### src/rtl/dma_csr_regs.sv
// DMA control/status register block.
// Holds launch parameters, sequences one transfer and reports completion.
module dma_csr_regs #(
  parameter int CSR_ADDR_WIDTH = 8,
  parameter int CSR_DATA_WIDTH = 32
) (
  input  logic                      clk,
  input  logic                      rst_n,
  input  logic [CSR_ADDR_WIDTH-1:0] csr_addr,
  input  logic                      csr_wen,
  input  logic                      csr_ren,
  input  logic [CSR_DATA_WIDTH-1:0] csr_wdata,
  output logic [CSR_DATA_WIDTH-1:0] csr_rdata,
  output logic                      dma_start,
  input  logic                      dma_ack,
  input  logic                      dma_beat,
  input  logic                      dma_done,
  output logic                      dma_abort,
  output logic [7:0]                dma_layer,
  output logic [31:0]               dma_count,
  output logic [7:0]                dma_burst,
  output logic                      busy,
  output logic                      irq
);

  typedef enum logic [1:0] {
    IDLE,
    REQ,
    RUN
  } state_t;

  localparam logic [CSR_ADDR_WIDTH-1:0] A_LAYER  = CSR_ADDR_WIDTH'('h50);
  localparam logic [CSR_ADDR_WIDTH-1:0] A_CTRL   = CSR_ADDR_WIDTH'('h51);
  localparam logic [CSR_ADDR_WIDTH-1:0] A_COUNT  = CSR_ADDR_WIDTH'('h52);
  localparam logic [CSR_ADDR_WIDTH-1:0] A_STATUS = CSR_ADDR_WIDTH'('h53);
  localparam logic [CSR_ADDR_WIDTH-1:0] A_BURST  = CSR_ADDR_WIDTH'('h54);

  state_t      state;
  state_t      state_nxt;
  logic [7:0]  layer;
  logic [7:0]  burst;
  logic [7:0]  done_cnt;
  logic [31:0] count;
  logic [31:0] remain;
  logic [31:0] remain_beat;
  logic        irq_en;
  logic        done;
  logic        err;
  logic        abort_q;
  logic        irq_q;
  logic        unused;

  logic hit_layer, hit_ctrl, hit_count, hit_status, hit_burst;
  logic wr_layer, wr_ctrl, wr_count, wr_status, wr_burst;
  logic start_w, abort_w, in_busy;
  logic launch, finish, abort_go, set_err;

  assign unused = csr_ren;

  assign hit_layer  = csr_addr == A_LAYER;
  assign hit_ctrl   = csr_addr == A_CTRL;
  assign hit_count  = csr_addr == A_COUNT;
  assign hit_status = csr_addr == A_STATUS;
  assign hit_burst  = csr_addr == A_BURST;

  assign wr_layer  = csr_wen & hit_layer;
  assign wr_ctrl   = csr_wen & hit_ctrl;
  assign wr_count  = csr_wen & hit_count;
  assign wr_status = csr_wen & hit_status;
  assign wr_burst  = csr_wen & hit_burst;

  // abort dominates a simultaneous start
  assign abort_w = wr_ctrl & csr_wdata[1];
  assign start_w = wr_ctrl & csr_wdata[0] & ~csr_wdata[1];
  assign in_busy = state != IDLE;

  // a beat in the done cycle counts before the remain check
  assign remain_beat = (dma_beat && remain != '0) ? remain - 32'd1
                                                  : remain;

  always_comb begin
    state_nxt = state;
    launch    = 1'b0;
    finish    = 1'b0;
    abort_go  = 1'b0;
    unique case (state)
      IDLE: begin
        if (start_w && count != '0) begin
          state_nxt = REQ;
          launch    = 1'b1;
        end
      end
      REQ: begin
        if (abort_w) begin
          state_nxt = IDLE;
          abort_go  = 1'b1;
        end else if (dma_ack) begin
          state_nxt = RUN;
        end
      end
      RUN: begin
        if (abort_w) begin
          state_nxt = IDLE;
          abort_go  = 1'b1;
        end else if (dma_done) begin
          state_nxt = IDLE;
          finish    = 1'b1;
        end
      end
      default: state_nxt = IDLE;
    endcase
  end

  assign set_err = abort_go
                 | (start_w & (in_busy | count == '0))
                 | (finish & remain_beat != '0)
                 | (in_busy & (wr_layer | wr_count | wr_burst));

  always_ff @(posedge clk or negedge rst_n) begin
    if (!rst_n) begin
      state    <= IDLE;
      layer    <= '0;
      count    <= '0;
      burst    <= 8'd1;
      remain   <= '0;
      done_cnt <= '0;
      irq_en   <= 1'b0;
      done     <= 1'b0;
      err      <= 1'b0;
      abort_q  <= 1'b0;
      irq_q    <= 1'b0;
    end else begin
      state   <= state_nxt;
      abort_q <= abort_go;
      irq_q   <= irq_en & (done | err);
      if (wr_layer && !in_busy) layer <= csr_wdata[7:0];
      if (wr_count && !in_busy) count <= csr_wdata[31:0];
      if (wr_burst && !in_busy)
        burst <= (csr_wdata[7:0] == 8'd0) ? 8'd1 : csr_wdata[7:0];
      if (wr_ctrl) irq_en <= csr_wdata[2];
      if (launch) remain <= count;
      else if (state == RUN && !abort_go) remain <= remain_beat;
      if (finish) done_cnt <= done_cnt + 8'd1;
      // hardware set wins over a same-cycle W1C
      done <= (done & ~(wr_status & csr_wdata[1])) | finish;
      err  <= (err & ~(wr_status & csr_wdata[2])) | set_err;
    end
  end

  always_comb begin
    csr_rdata = '0;
    unique case (1'b1)
      hit_layer:  csr_rdata[7:0] = layer;
      hit_ctrl:   csr_rdata[2] = irq_en;
      hit_count:  csr_rdata[31:0] = count;
      hit_status: begin
        csr_rdata[0]     = in_busy;
        csr_rdata[1]     = done;
        csr_rdata[2]     = err;
        csr_rdata[15:8]  = done_cnt;
        csr_rdata[31:16] = remain[15:0];
      end
      hit_burst:  csr_rdata[7:0] = burst;
      default:    ;
    endcase
  end

  assign dma_start = state == REQ;
  assign dma_abort = abort_q;
  assign busy      = in_busy;
  assign irq       = irq_q;
  assign dma_layer = layer;
  assign dma_count = count;
  assign dma_burst = burst;

endmodule

### config.mk
export PLATFORM = sky130hd
export DESIGN_NAME = dma_csr_regs
export DESIGN_NICKNAME = d
export VERILOG_FILES = /design/src/rtl/dma_csr_regs.sv
export SDC_FILE = /design/constraint.sdc
export NUM_CORES = 1
export LEC_CHECK = 0
export BUFFER_PORTS_ARGS = -buffer_cell sky130_fd_sc_hd__buf_2
export CAP_MARGIN = 10
export CORE_ASPECT_RATIO = 1.25
export CORE_UTILIZATION = 54
export CTS_CLUSTER_SIZE = 30
export DETAILED_ROUTE_END_ITERATION = 8
export PLACE_DENSITY = 0.77
export SLEW_MARGIN = 0
export SYNTH_ARGS = -nofsm -noshare
export SYNTH_HDL_FRONTEND = slang
export SYNTH_SLANG_ARGS = --single-unit
export TNS_END_PERCENT = 30
### constraint.sdc
create_clock -name clk -period 3.75 [get_ports clk]
set_input_delay 0.75 -clock clk [delete_from_list [all_inputs] [get_ports clk]]
set_output_delay 0.75 -clock clk [all_outputs]
set_load 0.01 [all_outputs]
# ---- After elaboration in Yosys (flattened, before gate mapping)
# Index checks and enable logic that the tools add are counted.
# W data, S select, Z words.
dict set report word_totals {
  ff_bits 95
  word_cells 90
  out_inout_bits 84
}
dict set report op_classes {
  addsub 2
  mux 21
  eq_ne 10
  bitwise 28
  n_reduce_logical 18
}
# cell n
set op_table {}
lappend op_table {{$mux W32} 3}
lappend op_table {{$reduce_bool A32 Y1} 3}
lappend op_table {{$pmux W24 S2} 1}
lappend op_table {{$eq A8 B7 Y1 const B} 5}
lappend op_table {{$logic_not A32 Y1} 1}
lappend op_table {{$sub A32 B1 Y32 const B} 1}
lappend op_table {{$and A1 B1 Y1} 16}
lappend op_table {{$pmux W5 S3} 1}
lappend op_table {{$mux W2} 5}
lappend op_table {{$or A1 B1 Y1} 9}
lappend op_table {{$add A8 B1 Y8 const B} 1}
lappend op_table {{$logic_not A8 Y1} 1}
lappend op_table {{$mux W8} 1}
lappend op_table {{$pmux W2 S4} 1}
lappend op_table {{$mux W1} 7}
lappend op_table {{$logic_and A1 B1 Y1} 6}
lappend op_table {{$pmux W2 S3} 1}
lappend op_table {{$pmux W1 S5} 1}
lappend op_table {{$reduce_bool A2 Y1} 2}
lappend op_table {{$ne A3 B1 Y1 const B} 1}
lappend op_table {{$ne A3 B3 Y1 const B} 1}
lappend op_table {{$not A1 Y1} 3}
lappend op_table {{$reduce_and A3 Y1} 1}
lappend op_table {{$eq A2 B1 Y1 const B} 1}
lappend op_table {{other kinds (5)} 6}

# ---- Logic depth before layout (Yosys ltp)
dict set report depth {
  ltp_word 9
  ltp_mapped 11
  mapped_depth_nobuf 9
}

# ---- Worst setup path before layout
# OpenSTA, ideal clock, no wires.
dict set report synth_path {
  path_kind {input-to-output}
  start {in csr_addr[7]}
  end {out csr_rdata[10]}
  arrival_time_ps 2484
  path_stages 8
  setup_slack_ps 516
  t_required_ps 3000
  cell_sequence {nand4bb_1 > or2_1 > clkbuf_1 > or3_1 > clkbuf_1 > nor2_2 > clkbuf_1 > a22o_1}
}
dict set report synth_between {
  elab_chain_cells 2
  word_cells_on_any_way 3
  cone_classes {eq/ne (2); mux (1)}
}
# element line
set synth_rtl {}
lappend synth_rtl {{from (decl)} 9} ;# input logic [CSR_ADDR_WIDTH-1:0] csr_addr,
lappend synth_rtl {{$eq A8 B7 Y1 (on tied branches)} {63, 62}}
lappend synth_rtl {{$pmux W24 S2 *} 152} ;# unique case (1'b1)
lappend synth_rtl {{to (decl)} 13} ;# output logic [CSR_DATA_WIDTH-1:0] csr_rdata,
# Mark *: on every way between the ends. The rest lies on a longest branch, timed or not.

# ---- Worst setup path after layout
dict set report layout_path {
  start {in csr_addr[7]}
  end {out csr_rdata[14]}
}
# Same word-level chain as after synthesis.

==> flow_metrics.env <==
export IMPL_fmax_mhz=295
export IMPL_yosys_register_bits=95
export IMPL_dieHeight_um=114
export IMPL_ys_async_sr_fraction=1.00
export IMPL_synth_cell_types=61
export IMPL_design_power_total_mw=2.28
export IMPL_netlist_area_um2=5410
export IMPL_drtIter0Drc=430
export IMPL_netlist_instances=549
export IMPL_antenna_found_initial=0
export IMPL_yosys_top_cells_area="dfrtp_1, mux2_2, xnor2_1, a22o_1, nor2_1"
export IMPL_grt_max_degree=74
export IMPL_clockBufferDepth=2
export IMPL_dp_hpwl_um=11800
export IMPL_power_leakage_nw=3.38
export IMPL_fin_tns_setup_ps=0
export IMPL_place_gp_congestion=0.906
export IMPL_rsz0062_at_grt="no"
export IMPL_drv_slew=0
export IMPL_p_clk_frac=0.405
export IMPL_die_w_um=91.5
export IMPL_outcome="completed"
export IMPL_p_sw_mw=0.644
export IMPL_cp_end_kind="primary output"
export IMPL_synth_top_area_cell="dfrtp_1"
export IMPL_max_cap_violations=0
export IMPL_arrival_ps=2640
export IMPL_swShare=0.283
export IMPL_antenna_cells=0
export IMPL_grt_first_pass_wirelength_um=25800
export IMPL_ys_seq_area_frac=0.440
export IMPL_layout_drive_gt1_share=0.330
export IMPL_drc=0
export IMPL_cts_tree="done"
export IMPL_overflow=0
export IMPL_htree_levels=3
export IMPL_io_buffers=129
export IMPL_finalCritPeriodShare=0.903
export IMPL_cts_root_buf="clkbuf_16"
export IMPL_track_usage=0.321
export IMPL_skew_ps=9.21
export IMPL_synth_warnings=0
export IMPL_rows=40
export IMPL_min_period_ps=3390
export IMPL_required_ps=3000
export IMPL_cts_hold_buf=0
export IMPL_cts_buffers=9
export IMPL_min_path_type="flip-flop to flip-flop"
export IMPL_routed_wl_um=16100
export IMPL_syn_area_per_cell_um2=9.86
export IMPL_synth_main_ff_cell="dfrtp_1"
export IMPL_die_area_um2=10400
export IMPL_holdPathStages=1
export IMPL_nets=721
export IMPL_wl_per_cell_um=20.2
export IMPL_whs_ps=483
export IMPL_synth_most_common_cell="dfrtp_1"
export IMPL_core_area_um2=9660
export IMPL_peakVddDrop_v=0.000233
export IMPL_tightest_slew_ps=1060
export IMPL_ctsResizeCount=0
export IMPL_pin_count=131
export IMPL_dr_pass1_iters=5
export IMPL_critPathMaxFanout=25
export IMPL_area_growth_pct=19.8
export IMPL_pwr_share_comb=0.109
export IMPL_synth_top_cell_area_share=0.435
export IMPL_setup_viol=0
export IMPL_max_slew_margin=0.295
export IMPL_hold_viol=0
export IMPL_cts_sinks=95
export IMPL_start_util=0.560
export IMPL_p_int_mw=1.63
export IMPL_via_per_inst=6.24
export IMPL_synthTopCellsByCount="dfrtp_1, nor2_1, mux2_2"
export IMPL_clk_pin_slew_ps=80
export IMPL_startpoint_type="input pin"
export IMPL_num_vias=4982
export IMPL_powerDensity_nw_per_um2=351
export IMPL_crit_type="input pin to primary output"
export IMPL_clk_latency_ps=350
export IMPL_grt_pass1_vias=4795
export IMPL_cts_post_setup_buffers_inserted=0
export IMPL_p_seq_frac=0.486
export IMPL_synth_nets=602
export IMPL_reg2reg_depth=7
export IMPL_fill_cells=797
export IMPL_synth_edf_count=0
export IMPL_ant_nets=0
export IMPL_final_util=0.671
state kept, by name, indices dropped and copies added, names as in the netlist:
signal,flops
dma_count,32
dma_abort,1
done_cnt,8
dma_burst,8
dma_layer,8
irq_en,1
irq,1
done,1
err,1
state,2
remain,32
stage by stage:
stage | cells | area, um2 | setup slack, ps
final | 799 | 6480 | 363
after global routing | 799 | 6480 | 216
after CTS | 799 | 6480 | 383
after detailed placement | 783 | 6190 | 387
after global placement | 783 | 6190 | 409
after floorplan | 549 | 5410 | 516
power by group through the flow:
stage	clock [mW]	combinational [mW]	sequential (mW)
after floorplan	0	0.122	1.12
after global placement	0	0.243	1.13
after detailed placement	0	0.246	1.13
after CTS	0.929	0.247	1.11
after global routing	0.969	0.272	1.11
final	0.922	0.248	1.11
final cells by class:
cell class              count  area [um2]  share of cell area
clock buffers               9         225              0.0347
clock inverters             7        72.6              0.0112
inverters                  16        60.1             0.00926
multi-input cells         402        2830               0.436
flip-flops and latches     95        2380               0.367
well taps                 126         158              0.0243
repair buffers            144         761               0.117
final timing paths:
check,slack [ps],end,from
hold reg to reg,480,done_cnt[7],done_cnt[7]
hold / removal,480,done_cnt[7],done_cnt[7]
setup / recovery,360,csr_rdata[14],csr_addr[7]
min in group asynchronous,540,remain[30],rst_n
max in group asynchronous,2430,dma_count[2],rst_n
setup reg to reg,560,err,remain[15]
logic make-up after synthesis:
family                   share of synthesized area
AND/OR/NAND/NOR                              0.194
AO/OA/AOI/OAI                                0.134
flip-flops                                   0.440
multiplexers                                 0.121
buffers and inverters                       0.0375
XOR/XNOR                                    0.0599
adder cells (fa/ha/maj)                     0.0139
worst max-delay path, stage by stage:
cell and delay [ps]:
buf_2 90, nand4bb_1 220, or2_1 300, or3_1 490, nor2_2 120, buf_4 310
a22o_1 200, buf_2 130
routing by layer:
layer,part of all wire,track usage,wire length (um)
met1,0.40,0.405,6530
met2,0.51,0.551,8210
met3,0.059,0.0540,954
met4,0.027,0.124,433
met5,0,0,0
cell usage in the layout, fill, tap and decap left out, types with 9 or more instances in the layout:
master / n
nor3_1: 15
xnor2_1: 25
clkbuf_16: 9
mux2_2: 50
a22o_1: 24
nand3_1: 12
buf_2: 128
dfrtp_1: 94
a21oi_1: 39
nand4_1: 11
xor2_1: 12
inv_1: 16
nor2_1: 55
nand2_1: 28
nor4_1: 23
o21ai_0: 19
buf_4: 16
Power figures use the tool's default switching activity.
